--- config.mk ---
export PLATFORM = sky130hd
export DESIGN_NAME = mem_port_arbiter_flat
export DESIGN_NICKNAME = d
export VERILOG_FILES = /design/src/rtl/mem_port_arbiter_pkg.sv /design/src/rtl/mem_port_arbiter_if.sv /design/src/rtl/mem_port_arbiter_rr_arb2.sv /design/src/rtl/mem_port_arbiter.sv /design/src/flat_wrapper.sv
export SDC_FILE = /design/constraint.sdc
export NUM_CORES = 1
export LEC_CHECK = 0
export CAP_MARGIN = 40
export CELL_PAD_IN_SITES_DETAIL_PLACEMENT = 1
export CELL_PAD_IN_SITES_GLOBAL_PLACEMENT = 2
export CORE_ASPECT_RATIO = 0.9
export CORE_MARGIN = 2
export CORE_UTILIZATION = 26
export DETAILED_ROUTE_END_ITERATION = 16
export HOLD_SLACK_MARGIN = 0.12
export PLACE_DENSITY_LB_ADDON = 0.1
export SKIP_LAST_GASP = 1
export SLEW_MARGIN = 10
export SYNTH_ARGS = -nofsm -noshare
export SYNTH_HDL_FRONTEND = slang
export SYNTH_SLANG_ARGS = --single-unit
export TNS_END_PERCENT = 20
--- constraint.sdc ---
create_clock -name clk -period 2.5 [get_ports clk]
set_input_delay 0.25 -clock clk [delete_from_list [all_inputs] [get_ports clk]]
set_output_delay 0.25 -clock clk [all_outputs]
set_load 0.005 [all_outputs]
--- src/rtl/mem_port_arbiter_pkg.sv ---
// Shared types and constants for the fetch / load-store memory port arbiter.
package mem_arb_pkg;

    localparam int unsigned CNT_W   = 4;
    localparam int unsigned PORT_IF = 0;
    localparam int unsigned PORT_D  = 1;

    typedef enum logic [1:0] {
        IDLE = 2'd0,
        RD   = 2'd1,
        WR   = 2'd2,
        DONE = 2'd3
    } state_e;

endpackage

--- src/rtl/mem_port_arbiter_if.sv ---
// Requester and memory-side signal bundle of the memory port arbiter.
interface mem_port_arbiter_if #(
    parameter int unsigned DWIDTH = 32,
    parameter int unsigned AWIDTH = 10
);
    logic              if_req;
    logic [AWIDTH-1:0] if_addr;
    logic              if_ack;
    logic [DWIDTH-1:0] if_rdata;
    logic              if_err;

    logic              d_req;
    logic              d_we;
    logic [AWIDTH-1:0] d_addr;
    logic [DWIDTH-1:0] d_wdata;
    logic              d_ack;
    logic [DWIDTH-1:0] d_rdata;
    logic              d_err;

    logic [AWIDTH-1:0] mem_addr;
    logic              mem_rd_en;
    logic              mem_wr_en;
    logic [DWIDTH-1:0] mem_wdata;
    logic [DWIDTH-1:0] mem_rdata;

    logic              busy;

    // Arbiter side
    modport slave (
        input  if_req, if_addr, d_req, d_we, d_addr, d_wdata, mem_rdata,
        output if_ack, if_rdata, if_err, d_ack, d_rdata, d_err,
               mem_addr, mem_rd_en, mem_wr_en, mem_wdata, busy
    );

    // Core and memory side
    modport master (
        output if_req, if_addr, d_req, d_we, d_addr, d_wdata, mem_rdata,
        input  if_ack, if_rdata, if_err, d_ack, d_rdata, d_err,
               mem_addr, mem_rd_en, mem_wr_en, mem_wdata, busy
    );

endinterface

--- src/rtl/mem_port_arbiter_rr_arb2.sv ---
// Two-input round-robin arbiter; the last-grant history is held by the parent.
module rr_arb2
    import mem_arb_pkg::*;
(
    input  logic [1:0] req,
    input  logic       last_grant,
    input  logic       grant_en,
    output logic [1:0] grant
);

    // last_grant = 1 means the data port won the previous arbitration
    always_comb begin
        grant = '0;
        if (grant_en) begin
            if (req[PORT_IF] && req[PORT_D]) begin
                if (last_grant) begin
                    grant[PORT_IF] = 1'b1;
                end else begin
                    grant[PORT_D] = 1'b1;
                end
            end else begin
                grant = req;
            end
        end
    end

endmodule

--- src/rtl/mem_port_arbiter.sv ---
// Shares one single-port memory between instruction fetch and the load/store
// unit: round-robin grant, multi-cycle read wait, one-cycle acknowledge.
module mem_port_arbiter
    import mem_arb_pkg::*;
#(
    parameter int unsigned DWIDTH      = 32,
    parameter int unsigned AWIDTH      = 10,
    parameter int unsigned MEM_DEPTH   = 1000,
    parameter int unsigned WAIT_CYCLES = 1
) (
    input  logic                clk,
    input  logic                rst_n,
    mem_port_arbiter_if.slave   bus
);

    localparam logic [CNT_W-1:0] WAIT_LD = CNT_W'(WAIT_CYCLES);

    state_e              r_state,        w_state_nxt;
    logic                r_last_grant,   w_last_grant_nxt;
    logic                r_gnt_d,        w_gnt_d_nxt;
    logic [CNT_W-1:0]    r_cnt,          w_cnt_nxt;
    logic                r_if_ack,       w_if_ack_nxt;
    logic                r_if_err,       w_if_err_nxt;
    logic [DWIDTH-1:0]   r_if_rdata,     w_if_rdata_nxt;
    logic                r_d_ack,        w_d_ack_nxt;
    logic                r_d_err,        w_d_err_nxt;
    logic [DWIDTH-1:0]   r_d_rdata,      w_d_rdata_nxt;
    logic [AWIDTH-1:0]   r_mem_addr,     w_mem_addr_nxt;
    logic                r_mem_rd_en,    w_mem_rd_en_nxt;
    logic                r_mem_wr_en,    w_mem_wr_en_nxt;
    logic [DWIDTH-1:0]   r_mem_wdata,    w_mem_wdata_nxt;
    logic                r_busy,         w_busy_nxt;

    logic [1:0]          w_grant;
    logic                w_grant_en;
    logic                w_sel_d;
    logic [AWIDTH-1:0]   w_sel_addr;
    logic                w_sel_we;
    logic                w_sel_oor;

    assign w_grant_en = (r_state == IDLE);

    rr_arb2 u_rr_arb2 (
        .req        ({bus.d_req, bus.if_req}),
        .last_grant (r_last_grant),
        .grant_en   (w_grant_en),
        .grant      (w_grant)
    );

    // Request selected by the current grant
    assign w_sel_d    = w_grant[PORT_D];
    assign w_sel_addr = w_sel_d ? bus.d_addr : bus.if_addr;
    assign w_sel_we   = w_sel_d & bus.d_we;
    assign w_sel_oor  = (32'(w_sel_addr) >= MEM_DEPTH);

    always_ff @(posedge clk or negedge rst_n) begin
        if (!rst_n) begin
            r_state      <= IDLE;
            r_last_grant <= 1'b1;
            r_gnt_d      <= 1'b0;
            r_cnt        <= '0;
            r_if_ack     <= 1'b0;
            r_if_err     <= 1'b0;
            r_if_rdata   <= '0;
            r_d_ack      <= 1'b0;
            r_d_err      <= 1'b0;
            r_d_rdata    <= '0;
            r_mem_addr   <= '0;
            r_mem_rd_en  <= 1'b0;
            r_mem_wr_en  <= 1'b0;
            r_mem_wdata  <= '0;
            r_busy       <= 1'b0;
        end else begin
            r_state      <= w_state_nxt;
            r_last_grant <= w_last_grant_nxt;
            r_gnt_d      <= w_gnt_d_nxt;
            r_cnt        <= w_cnt_nxt;
            r_if_ack     <= w_if_ack_nxt;
            r_if_err     <= w_if_err_nxt;
            r_if_rdata   <= w_if_rdata_nxt;
            r_d_ack      <= w_d_ack_nxt;
            r_d_err      <= w_d_err_nxt;
            r_d_rdata    <= w_d_rdata_nxt;
            r_mem_addr   <= w_mem_addr_nxt;
            r_mem_rd_en  <= w_mem_rd_en_nxt;
            r_mem_wr_en  <= w_mem_wr_en_nxt;
            r_mem_wdata  <= w_mem_wdata_nxt;
            r_busy       <= w_busy_nxt;
        end
    end

    always_comb begin
        w_state_nxt      = r_state;
        w_last_grant_nxt = r_last_grant;
        w_gnt_d_nxt      = r_gnt_d;
        w_cnt_nxt        = r_cnt;
        w_if_ack_nxt     = 1'b0;
        w_if_err_nxt     = 1'b0;
        w_if_rdata_nxt   = r_if_rdata;
        w_d_ack_nxt      = 1'b0;
        w_d_err_nxt      = 1'b0;
        w_d_rdata_nxt    = r_d_rdata;
        w_mem_addr_nxt   = r_mem_addr;
        w_mem_rd_en_nxt  = r_mem_rd_en;
        w_mem_wr_en_nxt  = r_mem_wr_en;
        w_mem_wdata_nxt  = r_mem_wdata;
        w_busy_nxt       = 1'b0;

        unique case (r_state)
            IDLE: begin
                if (|w_grant) begin
                    w_last_grant_nxt = w_sel_d;
                    w_gnt_d_nxt      = w_sel_d;
                    // Out-of-range: no memory cycle, answer with an error
                    if (w_sel_oor) begin
                        w_state_nxt = DONE;
                        if (w_sel_d) begin
                            w_d_ack_nxt   = 1'b1;
                            w_d_err_nxt   = 1'b1;
                            w_d_rdata_nxt = '0;
                        end else begin
                            w_if_ack_nxt   = 1'b1;
                            w_if_err_nxt   = 1'b1;
                            w_if_rdata_nxt = '0;
                        end
                    end else if (w_sel_we) begin
                        w_mem_addr_nxt  = w_sel_addr;
                        w_mem_wdata_nxt = bus.d_wdata;
                        w_mem_wr_en_nxt = 1'b1;
                        w_state_nxt     = WR;
                    end else begin
                        w_mem_addr_nxt  = w_sel_addr;
                        w_mem_rd_en_nxt = 1'b1;
                        w_cnt_nxt       = WAIT_LD;
                        w_state_nxt     = RD;
                    end
                end
            end

            RD: begin
                if (r_cnt == '0) begin
                    w_mem_rd_en_nxt = 1'b0;
                    w_state_nxt     = DONE;
                    if (r_gnt_d) begin
                        w_d_ack_nxt   = 1'b1;
                        w_d_rdata_nxt = bus.mem_rdata;
                    end else begin
                        w_if_ack_nxt   = 1'b1;
                        w_if_rdata_nxt = bus.mem_rdata;
                    end
                end else begin
                    w_cnt_nxt = r_cnt - CNT_W'(1);
                end
            end

            WR: begin
                w_mem_wr_en_nxt = 1'b0;
                w_state_nxt     = DONE;
                if (r_gnt_d) begin
                    w_d_ack_nxt = 1'b1;
                end else begin
                    w_if_ack_nxt = 1'b1;
                end
            end

            DONE: begin
                w_state_nxt = IDLE;
            end

            default: begin
                w_state_nxt = IDLE;
            end
        endcase

        w_busy_nxt = (w_state_nxt != IDLE);
    end

    assign bus.if_ack    = r_if_ack;
    assign bus.if_err    = r_if_err;
    assign bus.if_rdata  = r_if_rdata;
    assign bus.d_ack     = r_d_ack;
    assign bus.d_err     = r_d_err;
    assign bus.d_rdata   = r_d_rdata;
    assign bus.mem_addr  = r_mem_addr;
    assign bus.mem_rd_en = r_mem_rd_en;
    assign bus.mem_wr_en = r_mem_wr_en;
    assign bus.mem_wdata = r_mem_wdata;
    assign bus.busy      = r_busy;

endmodule
--- src/flat_wrapper.sv ---
// flat-port wrapper written by rule: the top's interface ports become plain ports
module mem_port_arbiter_flat import mem_arb_pkg::*;
#(
    parameter int unsigned DWIDTH      = 32,
    parameter int unsigned AWIDTH      = 10,
    parameter int unsigned MEM_DEPTH   = 1000,
    parameter int unsigned WAIT_CYCLES = 1
)
  (clk, rst_n, bus_if_req, bus_if_addr, bus_d_req, bus_d_we, bus_d_addr, bus_d_wdata, bus_mem_rdata, bus_if_ack, bus_if_rdata, bus_if_err, bus_d_ack, bus_d_rdata, bus_d_err, bus_mem_addr, bus_mem_rd_en, bus_mem_wr_en, bus_mem_wdata, bus_busy);
  mem_port_arbiter_if #(.DWIDTH(DWIDTH), .AWIDTH(AWIDTH)) bus_i ();
  input  logic clk;
  input  logic rst_n;
  input wire logic [$bits(bus_i.if_req)-1:0] bus_if_req;
  input wire logic [$bits(bus_i.if_addr)-1:0] bus_if_addr;
  input wire logic [$bits(bus_i.d_req)-1:0] bus_d_req;
  input wire logic [$bits(bus_i.d_we)-1:0] bus_d_we;
  input wire logic [$bits(bus_i.d_addr)-1:0] bus_d_addr;
  input wire logic [$bits(bus_i.d_wdata)-1:0] bus_d_wdata;
  input wire logic [$bits(bus_i.mem_rdata)-1:0] bus_mem_rdata;
  output wire logic [$bits(bus_i.if_ack)-1:0] bus_if_ack;
  output wire logic [$bits(bus_i.if_rdata)-1:0] bus_if_rdata;
  output wire logic [$bits(bus_i.if_err)-1:0] bus_if_err;
  output wire logic [$bits(bus_i.d_ack)-1:0] bus_d_ack;
  output wire logic [$bits(bus_i.d_rdata)-1:0] bus_d_rdata;
  output wire logic [$bits(bus_i.d_err)-1:0] bus_d_err;
  output wire logic [$bits(bus_i.mem_addr)-1:0] bus_mem_addr;
  output wire logic [$bits(bus_i.mem_rd_en)-1:0] bus_mem_rd_en;
  output wire logic [$bits(bus_i.mem_wr_en)-1:0] bus_mem_wr_en;
  output wire logic [$bits(bus_i.mem_wdata)-1:0] bus_mem_wdata;
  output wire logic [$bits(bus_i.busy)-1:0] bus_busy;
  assign bus_i.if_req = bus_if_req;
  assign bus_i.if_addr = bus_if_addr;
  assign bus_i.d_req = bus_d_req;
  assign bus_i.d_we = bus_d_we;
  assign bus_i.d_addr = bus_d_addr;
  assign bus_i.d_wdata = bus_d_wdata;
  assign bus_i.mem_rdata = bus_mem_rdata;
  assign bus_if_ack = bus_i.if_ack;
  assign bus_if_rdata = bus_i.if_rdata;
  assign bus_if_err = bus_i.if_err;
  assign bus_d_ack = bus_i.d_ack;
  assign bus_d_rdata = bus_i.d_rdata;
  assign bus_d_err = bus_i.d_err;
  assign bus_mem_addr = bus_i.mem_addr;
  assign bus_mem_rd_en = bus_i.mem_rd_en;
  assign bus_mem_wr_en = bus_i.mem_wr_en;
  assign bus_mem_wdata = bus_i.mem_wdata;
  assign bus_busy = bus_i.busy;
  mem_port_arbiter #(.DWIDTH(DWIDTH), .AWIDTH(AWIDTH), .MEM_DEPTH(MEM_DEPTH), .WAIT_CYCLES(WAIT_CYCLES)) u_core (.clk(clk), .rst_n(rst_n), .bus(bus_i));
endmodule
==> impl_summary.log, run 1 <==
INFO  metric status = finished, final reports clean
INFO  metric tightestPinTransition = 0.781 ns
INFO  metric finalSetupViolations = 0
INFO  metric tritoncts = built
INFO  metric setup.worst_path.start_class = register
INFO  metric rr_startpoint = u_core.r_state[0]$_DFF_PN0_
INFO  metric place.gp.congestion = 0.753
INFO  metric synthCells = 450
INFO  metric critical_path_peak_fanout = 18
INFO  metric grt_antenna_before_repair = 0
INFO  metric globalRouteOverflowTotal = 0
INFO  metric arrival = 2.50 ns
INFO  metric grt_pass1_wl = 23.9 mm
INFO  metric synthesis.yosys.warnings = 0
INFO  metric timing.fmax = 452 MHz
INFO  metric buffer_ports.inserted = 201
INFO  metric first_global_vias = 4433
INFO  metric die_y = 136 microns
INFO  metric detail_route.vias_per_cell = 4.36
INFO  metric capturing_element_type_of_the_critical_path = register
INFO  metric synth_edf_count = 0
INFO  metric setup_total_negative_slack = 0 ns
INFO  metric final.fill_count = 2043
INFO  metric area.sequential = 3030 sq um
INFO  metric synth.area.top_cells = dfrtp_1 60%, nand2_1 7.8%, mux2_2 6.5%
INFO  metric final-max-slew-violation-count = 0
INFO  metric final_layout_size_suffix_gt1_frac = 0.140
INFO  metric synth.ff_latch_count = 121
INFO  metric grt_setup_unrepaired = no
INFO  metric wl_per_cell = 16.0 microns
INFO  metric multi_input_area = 1820 sq um
INFO  metric required = 2.79 ns
INFO  metric final-hold-violation-count = 0
INFO  metric netlist.area_leader.share = 0.598
INFO  metric synth-seq-area-share = 0.603
INFO  metric initial_utilization = 0.264
INFO  metric fp.dieW = 151 microns
INFO  metric slew-limit-headroom = 0.474
INFO  metric boundaryPins = 202
INFO  metric route.detailed.drc = 0
INFO  metric largest_area_contributor_in_the_synthesized_netlist = dfrtp_1
INFO  metric floorplan.rows = 48
INFO  metric most-common-layout-cells = 200 x clkdlybuf4s50_1, 120 x dfrtp_1, 105 x nand2_1, 54 x o21ai_1, 29 x mux2_2
INFO  metric pwr_density_cell = 1310 nW/um^2
INFO  metric ant_nets = 0
INFO  metric fin_util = 0.420
INFO  metric syn-cell-area = 5020 sq um
INFO  metric detailed_place_hpwl = 11.1 mm
INFO  metric async_reset_ff_frac = 1.00
INFO  metric synthDistinctLibCells = 44
INFO  metric syn-num-nets = 545
INFO  metric route.met3.wl = 813 microns
INFO  metric top_layer_used = met4
INFO  metric worst_ir_drop_vdd = 629 uV
INFO  metric p_leak = 3.41 nW
INFO  metric number_of_violations_of_the_max_capacitance_limit = 0
INFO  metric cts_setup_buffers = 0
INFO  metric gr-usage-all-layers = 0.151
INFO  metric fin_nets = 762
INFO  metric hold_path_class = primary input to async pin
INFO  metric worst_setup_slack_for_register_to_register_paths = 0.29 ns
INFO  metric wirelength = 14.9 mm
INFO  metric most_common_cell_after_layout_fill_and_taps_aside = clkdlybuf4s50_1
INFO  metric grt_max_degree = 65
INFO  metric finalClockSkew = 0.0108 ns
INFO  metric detailedRoute.firstIterationViolations = 126
INFO  metric vias = 4055
INFO  metric critPathLaunch = u_core.r_state[0]$_DFF_PN0_
INFO  metric post-route-period-util = 0.885
INFO  metric post_layout_min_period = 2.21 ns
INFO  metric clk_path_buf_depth = 2
INFO  metric depth_of_the_most_critical_reg_to_reg_path = 8
INFO  metric cts-root-buf = clkbuf_16
INFO  metric drt_pass1_iterations = 4
INFO  metric worst-setup-path-type = register to register
INFO  metric area_growth_syn_to_layout = 59.2%
INFO  metric htree_num_levels = 4
INFO  metric fin_total_pwr = 10.5 mW
INFO  metric synth-main-ff-cell = dfrtp_1
INFO  metric worst_setup_path_endpoint = u_core.bus.d_rdata[0]$_DFFE_PN0P_
INFO  metric cts.clk_slew.worst_paths = 0.06 ns
INFO  metric die-area = 20500 sq um
INFO  metric routed-wl-met2 = 7.33 mm
INFO  metric clk_latency = 0.41 ns
INFO  metric drt-met1-wl = 6.64 mm
INFO  metric reg_to_reg_end = u_core.bus.d_rdata[0]$_DFFE_PN0P_
INFO  metric synth.avg_cell_area = 11.2 sq um
INFO  metric fp.coreArea = 19000 sq um
INFO  metric tritoncts.num_buffers = 17
INFO  metric antenna_cells = 0
INFO  metric clock_sinks = 121
## layer usage
metal  vias to the layer above  global-route usage
li1                       1970                   -
met1                      1974               0.192
met2                       100               0.253
met3                        11              0.0446
met4                         0              0.0398
met5                         -                   0
## critical path, stage by stage (launching register included)
cell and delay (ns):
dfrtp_1 0.39, inv_1 0.09, ha_1 0.24, a21boi_2 0.19, a2111oi_4 0.54, o311ai_4 0.21, buf_4 0.26, nand2_1 0.08
o21ai_0 0.07
## how the worst min path moves through the flow
stage / end / slack, ns / startpoint
6_report: u_core.bus.mem_wdata[12]$_DFFE_PN0P_ / 0.26 / rst_n
5_1_grt: u_core.bus.mem_wdata[12]$_DFFE_PN0P_ / 0.26 / rst_n
4_1_cts: u_core.bus.mem_wdata[12]$_DFFE_PN0P_ / 0.25 / rst_n
3_5_place_dp: u_core.bus.mem_wdata[12]$_DFFE_PN0P_ / 0.15 / rst_n
3_3_place_gp: u_core.bus.mem_wdata[15]$_DFFE_PN0P_ / 0.15 / rst_n
2_1_floorplan: u_core.bus.busy$_DFF_PN0_ / -0.05 / rst_n
## cell families after synthesis
group | after synthesis | share of synthesized area
simple gates | 140 | 0.117
buf+inv | 33 | 0.0374
mux | 43 | 0.0939
compound gates | 107 | 0.134
fa+ha+maj | 6 | 0.0149
flops | 121 | 0.603
## area by class of cell
| cell class | count | area share |
|---|---|---|
| Clock buffer | 18 | 0.0549 |
| Tap cell | 250 | 0.0391 |
| Multi-Input combinational cell | 296 | 0.227 |
| Inverter | 11 | 0.00516 |
| Clock inverter | 14 | 0.0174 |
| Timing Repair Buffer | 220 | 0.277 |
| Sequential cell | 121 | 0.379 |
## repair_timing
item / in CTS / in global routing
endpoints found under the hold margin: 120 / 0
hold buffers: 1 / 0
gates resized for setup: 0 / 0
## flip-flops by register name, summed over array words and instances (netlist names)
register and cells:
u_core.r_last_grant 1, u_core.bus.mem_wdata 32, u_core.bus.d_ack 1, u_core.bus.busy 1, u_core.bus.if_ack 1, u_core.bus.d_err 1, u_core.bus.d_rdata 32, u_core.bus.mem_wr_en 1
u_core.r_cnt 4, u_core.bus.if_err 1, u_core.bus.mem_rd_en 1, u_core.bus.mem_addr 10, u_core.r_gnt_d 1, u_core.r_state 2, u_core.bus.if_rdata 32
## power breakdown
group,internal [mW],switching [mW]
clock network,1.42,0.984
logic,2.59,2.06
registers,2.93,0.515
## synth_stat cells, drive strengths merged (2+ instances only)
| master | n |
|---|---|
| a21boi | 2 |
| ha | 6 |
| dfrtp | 120 |
| mux2i | 10 |
| nor3 | 3 |
| nor2 | 20 |
| a2bb2oi | 2 |
| a21oi | 12 |
| o21ai | 72 |
| nand2 | 106 |
| a211oi | 4 |
| inv | 11 |
| mux2 | 33 |
| nand2b | 2 |
| nand4 | 2 |
| a21bo | 2 |
| clkbuf | 7 |
| buf | 15 |
| o22a | 3 |
## metrics by stage
step,instances,setup WS [ns],hold WS [ns],cell area [sq um]
floorplan,450,0.410,-0.0456,5020
global placement,897,0.244,0.147,7410
detailed placement,897,0.202,0.150,7410
CTS,930,0.268,0.252,8000
global route,930,0.118,0.258,8000
finish,930,0.287,0.256,8000
Note: power is estimated with default switching activity, not from simulation.
==> run 2, diff against run 1 <==
--- a/config.mk
+++ b/config.mk
@@ -10,7 +10,8 @@
 export CELL_PAD_IN_SITES_GLOBAL_PLACEMENT = 2
 export CORE_ASPECT_RATIO = 0.9
 export CORE_MARGIN = 2
-export CORE_UTILIZATION = 26
+export CORE_UTILIZATION = 27
+export CTS_BUF_LIST = sky130_fd_sc_hd__clkbuf_2 sky130_fd_sc_hd__clkbuf_4 sky130_fd_sc_hd__clkbuf_8
 export DETAILED_ROUTE_END_ITERATION = 16
 export HOLD_SLACK_MARGIN = 0.12
 export PLACE_DENSITY_LB_ADDON = 0.1
==> run 2 against run 1 <==
Net effect: count of clock-buffer cells in the layout grew 3; critical path depth down 1; global-route usage up 0.17 points; power down 5.0%; setup slack got worse by 0.080 ns; via count is 0.49% higher; non-clock buffer count is the same; register-to-register slack worse by 0.08 ns; clock power down 19%; sequential power barely moved; cell area decreased by 2.0%; flip-flop and latch count did not move; highest routed layer unchanged.
==> impl_summary.log, run 2 (same netlist as run 1, synthesis figures left out) <==
INFO  metric worst_setup_slack_for_register_to_register_paths = 0.21 ns
INFO  metric clk_path_buf_depth = 2
INFO  metric setup_total_negative_slack = 0 ns
INFO  metric boundaryPins = 202
INFO  metric worst-setup-path-type = register to register
INFO  metric finalSetupViolations = 0
INFO  metric cts-root-buf = clkbuf_8
INFO  metric clock_sinks = 121
INFO  metric fin_cells = 925
INFO  metric route.detailed.drc = 0
INFO  metric worst_ir_drop_vdd = 416 uV
INFO  metric detailedRoute.firstIterationViolations = 124
INFO  metric hold-path-endpoint = u_core.bus.if_rdata[7]$_DFFE_PN0P_
INFO  metric timing.fmax = 436 MHz
INFO  metric most_common_cell_after_layout_fill_and_taps_aside = clkdlybuf4s50_1
INFO  metric vias = 4075
INFO  metric groute.layer.met1.usage = 0.199
INFO  metric final.fill_count = 2003
INFO  metric rr_startpoint = u_core.r_state[0]$_DFF_PN0_
INFO  metric capturing_element_type_of_the_critical_path = register
INFO  metric tritoncts.num_buffers = 17
INFO  metric first_global_vias = 4229
INFO  metric fp.dieW = 148 microns
INFO  metric grt_setup_unrepaired = no
INFO  metric fin_nets = 762
INFO  metric grt.met3_usage = 0.0486
INFO  metric grt_util_met2 = 0.249
INFO  metric p_leak = 3.35 nW
INFO  metric die-area = 19700 sq um
INFO  metric pwr_density_cell = 1270 nW/um^2
INFO  metric most-common-layout-cells = 200 x clkdlybuf4s50_1, 120 x dfrtp_1, 105 x nand2_1, 54 x o21ai_1, 29 x mux2_2
INFO  metric dpl_cell_area = 7370 sq um
INFO  metric area_growth_syn_to_layout = 56.0%
INFO  metric post-route-cell-area = 7840 sq um
INFO  metric final_layout_size_suffix_gt1_frac = 0.138
INFO  metric wirelength = 14.8 mm
INFO  metric initial_utilization = 0.275
INFO  metric antenna_cells = 0
INFO  metric share_comb_of_total_power = 0.461
INFO  metric number_of_violations_of_the_max_capacitance_limit = 0
INFO  metric required = 2.81 ns
INFO  metric drt_pass1_iterations = 4
INFO  metric clk_latency = 0.43 ns
INFO  metric reg_to_reg_end = u_core.bus.mem_wdata[4]$_DFFE_PN0P_
INFO  metric place.gp.congestion = 0.747
INFO  metric postCtsResizedCells = 0
INFO  metric setup.worst_path.start_class = register
INFO  metric status = finished, final reports clean
INFO  metric floorplan.rows = 47
INFO  metric final-hold-violation-count = 0
INFO  metric wl_per_cell = 16.0 microns
INFO  metric tightestPinTransition = 0.672 ns
INFO  metric fp.coreArea = 18300 sq um
INFO  metric post-route-period-util = 0.917
INFO  metric cts.clk_slew.worst_paths = 0.07 ns
INFO  metric slew-limit-headroom = 0.552
INFO  metric sw_pwr = 3.34 mW
INFO  metric arrival = 2.61 ns
INFO  metric detailed_place_hpwl = 11.0 mm
INFO  metric critical_path_peak_fanout = 25
INFO  metric fin_total_pwr = 9.98 mW
INFO  metric grt_antenna_before_repair = 0
INFO  metric globalRouteOverflowTotal = 0
INFO  metric final-max-slew-violation-count = 0
INFO  metric p_clk_frac = 0.194
INFO  metric tritoncts = built
INFO  metric gr-usage-all-layers = 0.153
INFO  metric hold_path.startpoint = bus_mem_rdata[7]
INFO  metric htree_num_levels = 4
INFO  metric p_int = 6.64 mW
INFO  metric min_path_cells = 3
INFO  metric grt_max_degree = 65
INFO  metric buffer_ports.inserted = 201
INFO  metric share_seq_of_total_power = 0.345
INFO  metric grt_pass1_wl = 23.4 mm
INFO  metric die_y = 133 microns
INFO  metric top_usage_layer = met2
INFO  metric finalClockSkew = 0.0132 ns
INFO  metric dp_cells = 890
INFO  metric depth_of_the_most_critical_reg_to_reg_path = 7
INFO  metric detail_route.vias_per_cell = 4.41
INFO  metric hold_path_class = primary input to register
INFO  metric ant_nets = 0
INFO  metric switching_share = 0.335
INFO  metric post_layout_min_period = 2.29 ns
-- run 2: cell type report --
cell class,instances,area [sq um],area share
clock buffer,21,270,0.0345
clock inverter,11,170,0.0217
inverter,11,41.3,0.00527
multi-input combinational,296,1810,0.232
sequential,121,3030,0.387
tap,245,307,0.0391
timing repair buffer,220,2200,0.281
-- run 2: worst max path at each step --
stage | from | end | slack (ns) | depth (start not counted)
after floorplan | u_core.r_state[0]$_DFF_PN0_ | u_core.bus.mem_wdata[10]$_DFFE_PN0P_ | 0.41 | 7
after global placement | bus_d_req | u_core.bus.if_rdata[0]$_DFFE_PN0P_ | 0.20 | 7
after detailed placement | bus_if_req | u_core.bus.mem_wdata[12]$_DFFE_PN0P_ | 0.15 | 6
after CTS | u_core.r_state[0]$_DFF_PN0_ | u_core.bus.mem_wdata[4]$_DFFE_PN0P_ | 0.17 | 7
after global routing | u_core.r_state[0]$_DFF_PN0_ | u_core.r_cnt[3]$_DFFE_PN0P_ | 0.05 | 7
final | u_core.r_state[0]$_DFF_PN0_ | u_core.bus.mem_wdata[4]$_DFFE_PN0P_ | 0.21 | 7
-- run 2: what timing repair did --
item                                   CTS  global route
endpoints found under the hold margin   44             0
setup endpoints to repair                0             3
hold buffers                             1             0
setup buffers                            0             2
-- run 2: critical path, stage by stage (launching register included) --
cell,delay (ns)
dfrtp_1,0.40
inv_1,0.12
ha_1,0.25
a21boi_2,0.27
nand2_2,0.22
nor3b_4,0.32
buf_12,0.22
mux2_2,0.36
-- run 2: power by group through the flow --
| stage | Sequential [mW] | Clock [mW] | Combinational, mW |
|---|---|---|---|
| floorplan | 3.50 | 0 | 1.98 |
| global placement | 3.46 | 0 | 4.58 |
| detailed placement | 3.49 | 0 | 4.69 |
| CTS | 3.46 | 2.01 | 4.70 |
| global route | 3.58 | 2.10 | 5.08 |
| finish | 3.44 | 1.94 | 4.60 |
-- run 2: per-stage QoR --
stage / util / hold slack, ns / setup slack, ns
after floorplan: - / -0.0456 / 0.410
after global placement: 0.403 / 0.330 / 0.204
after detailed placement: 0.403 / 0.337 / 0.151
after CTS: 0.428 / 0.357 / 0.172
after global routing: 0.428 / 0.369 / 0.0544
final: 0.428 / 0.394 / 0.207
-- run 2: metal layers --
metal  share of wire  up-vias  wire length (microns)
li1                -     1971                      -
met1            0.46     1990                   6740
met2            0.48      104                   7070
met3           0.058       10                    854
met4          0.0081        0                    120
met5               0        -                      0
==> variant (flow settings as in run 1) <==
`AWIDTH` is set to 10 in 3 places; all go to 5.
--- a/src/rtl/mem_port_arbiter_if.sv
+++ b/src/rtl/mem_port_arbiter_if.sv
@@ -1,7 +1,7 @@
 // Requester and memory-side signal bundle of the memory port arbiter.
 interface mem_port_arbiter_if #(
     parameter int unsigned DWIDTH = 32,
-    parameter int unsigned AWIDTH = 10
+    parameter int unsigned AWIDTH = 5
 );
     logic              if_req;
     logic [AWIDTH-1:0] if_addr;
--- a/src/rtl/mem_port_arbiter.sv
+++ b/src/rtl/mem_port_arbiter.sv
@@ -4,7 +4,7 @@
     import mem_arb_pkg::*;
 #(
     parameter int unsigned DWIDTH      = 32,
-    parameter int unsigned AWIDTH      = 10,
+    parameter int unsigned AWIDTH      = 5,
     parameter int unsigned MEM_DEPTH   = 1000,
     parameter int unsigned WAIT_CYCLES = 1
 ) (
--- a/src/flat_wrapper.sv
+++ b/src/flat_wrapper.sv
@@ -2,7 +2,7 @@
 module mem_port_arbiter_flat import mem_arb_pkg::*;
 #(
     parameter int unsigned DWIDTH      = 32,
-    parameter int unsigned AWIDTH      = 10,
+    parameter int unsigned AWIDTH      = 5,
     parameter int unsigned MEM_DEPTH   = 1000,
     parameter int unsigned WAIT_CYCLES = 1
 )
Interface: changed (resized bus_d_addr, bus_if_addr and bus_mem_addr); port bits go from 202 to 187. The function was not compared with the original's and may differ.
==> variant against run 1 <==
- cell area shrank 6.2%
- synthesized area shrank 4.8%
- clock skew down 0.0036 ns
- clock power is 2% lower
- worst setup slack improved by 0.19 ns
- combinational power decreased by 18%
- fmax rose by 9.3%
- sequential cell count down 7
- final cell count is 11% lower
- synthesized cell count fell by 17%
- first-iteration DRC count shrank 44%
- total power down 10%
- wire length down 9.8%
- largest cell class unchanged
==> variant: results (changes against run 1) <==
<table>
<tr><th>Metric</th><th>Value</th></tr>
<tr><th colspan="2">Run status</th></tr>
<tr><td>Run status</td><td>finished, final reports clean (unchanged)</td></tr>
<tr><th colspan="2">Timing</th></tr>
<tr><td>Setup clock skew after layout</td><td>0.00718 ns (was 0.0108 ns)</td></tr>
<tr><td>Max-slew headroom</td><td>58.1% (was 47.4%)</td></tr>
<tr><th colspan="2">Place</th></tr>
<tr><td>Final HPWL from detailed placement</td><td>9.30 mm (was 11.1 mm)</td></tr>
<tr><td>RD Place Congestion</td><td>0.728 (was 0.753)</td></tr>
<tr><td>Count of buffers from port buffering</td><td>184 (was 201)</td></tr>
<tr><th colspan="2">Pwr</th></tr>
<tr><td>Static leakage power</td><td>3.34 nW (was 3.41 nW)</td></tr>
<tr><td>Worst IR Drop VDD</td><td>0.450 mV (was 0.629 mV)</td></tr>
<tr><th colspan="2">Layout</th></tr>
<tr><td>Area added between synthesis and finish</td><td>56.8% (was 59.2%)</td></tr>
<tr><th colspan="2">Logic synthesis</th></tr>
<tr><td>Ranking of synthesized cells by instance count</td><td>113 x sky130_fd_sc_hd__dfrtp_1, 102 x sky130_fd_sc_hd__nand2_1, 33 x sky130_fd_sc_hd__mux2_2, 30 x sky130_fd_sc_hd__mux2_4, 10 x sky130_fd_sc_hd__buf_2 (was 120 x sky130_fd_sc_hd__dfrtp_1, 105 x sky130_fd_sc_hd__nand2_1, 54 x sky130_fd_sc_hd__o21ai_1, 29 x sky130_fd_sc_hd__mux2_2, 20 x sky130_fd_sc_hd__nor2_1)</td></tr>
<tr><td>Largest cells by area after synthesis</td><td>sky130_fd_sc_hd__dfrtp_1 59%, sky130_fd_sc_hd__mux2_4 9.4%, sky130_fd_sc_hd__nand2_1 8.0% (was sky130_fd_sc_hd__dfrtp_1 60%, sky130_fd_sc_hd__nand2_1 7.8%, sky130_fd_sc_hd__mux2_2 6.5%)</td></tr>
<tr><td>Proportion of synthesized chip area in sequential cells</td><td>59.6% (was 60.3%)</td></tr>
<tr><th colspan="2">Min path</th></tr>
<tr><td>Class of the tightest hold or removal check</td><td>in -&gt; reg (was in -&gt; async)</td></tr>
<tr><th colspan="2">Setup path</th></tr>
<tr><td>Worst Path Arrival</td><td>2.35 ns (was 2.50 ns)</td></tr>
<tr><td>Highest fanout seen on the critical path</td><td>8 (was 18)</td></tr>
<tr><th colspan="2">Clocking</th></tr>
<tr><td>TritonCTS Buffers</td><td>17 (unchanged)</td></tr>
<tr><th colspan="2">GRT</th></tr>
<tr><td>Pin count of the biggest net entering global routing</td><td>45 (was 65)</td></tr>
<tr><td>First-pass GRT wire length</td><td>21.5 mm (was 23.9 mm)</td></tr>
<tr><td>Gr usage total</td><td>14.3% (was 15.1%)</td></tr>
<tr><th colspan="2">Routing</th></tr>
<tr><td>Drt first-iter violations</td><td>71 (was 126)</td></tr>
</table>
==> variant: path summary, 6_finish.rpt <==
check	start	end	slack [ns]	cells past startpoint
max in group asynchronous	rst_n	u_core.bus.d_rdata[18]	1.33	3
worst min-delay path	bus_d_wdata[11]	u_core.bus.mem_wdata[11]	0.37	3
worst max register to register	u_core.r_state[1]	u_core.r_cnt[1]	0.47	6
min in group asynchronous	rst_n	u_core.bus.if_rdata[3]	0.40	2
worst max-delay path	u_core.r_state[1]	u_core.r_cnt[1]	0.47	6
worst min register to register	u_core.bus.mem_wdata[23]	u_core.bus.mem_wdata[23]	0.47	2
==> variant: area by class of cell <==
cell class                      instances  area (um^2)
Fill cell                            1932        10700
Inverter                                7         26.3
Clock inverter                          9          108
Clock buffer                           22          464
Multi-Input combinational cell        233         1760
Timing Repair Buffer                  196         1980
Sequential cell                       114         2850
Tap cell                              245          307
==> variant: critical path, cell delays in order, from the launching register on <==
cell,delay (ns)
sky130_fd_sc_hd__dfrtp_1,0.41
sky130_fd_sc_hd__inv_1,0.11
sky130_fd_sc_hd__ha_1,0.33
sky130_fd_sc_hd__inv_1,0.23
sky130_fd_sc_hd__o221ai_1,0.37
sky130_fd_sc_hd__and2_1,0.28
sky130_fd_sc_hd__mux2i_1,0.21
==> variant: through the flow <==
stage               setup slack (ns)  area (um^2)  power, mW  instances  hold slack [ns]
finish                         0.475         7500       9.41        826            0.369
global placement               0.503         6920       7.04        794            0.310
CTS                            0.447         7500       9.57        826            0.352
floorplan                      0.656         4790       4.83        375          -0.0456
global route                   0.274         7500       10.0        826            0.356
detailed placement             0.486         6920       7.12        794            0.316
==> variant: kinds of logic (layout without fill, tap and decap cells) <==
group | Yosys count | count (layout) | share of synthesized area, %
AND/OR/NAND/NOR | 122 | 122 | 10.7
flip-flops | 114 | 114 | 59.6
multiplexers | 73 | 73 | 19.4
AO/OA/AOI/OAI | 30 | 30 | 4.99
buffers and inverters | 28 | 234 | 3.63
adder cells (fa/ha/maj) | 6 | 6 | 1.57
other | 1 | 2 | 0.0784
==> variant: report_power, final <==
group          internal, mW  switching (mW)  leakage [nW]
combinational          2.46            1.36          1.67
sequential             2.74           0.494          1.40
clock                  1.51           0.845         0.276
==> variant: layer usage <==
layer  routed length [um]  GRT usage (%)
met1                 6130           18.4
met2                 5890           21.0
met3                 1360           7.52
met4                   85           3.69
met5                    0              0
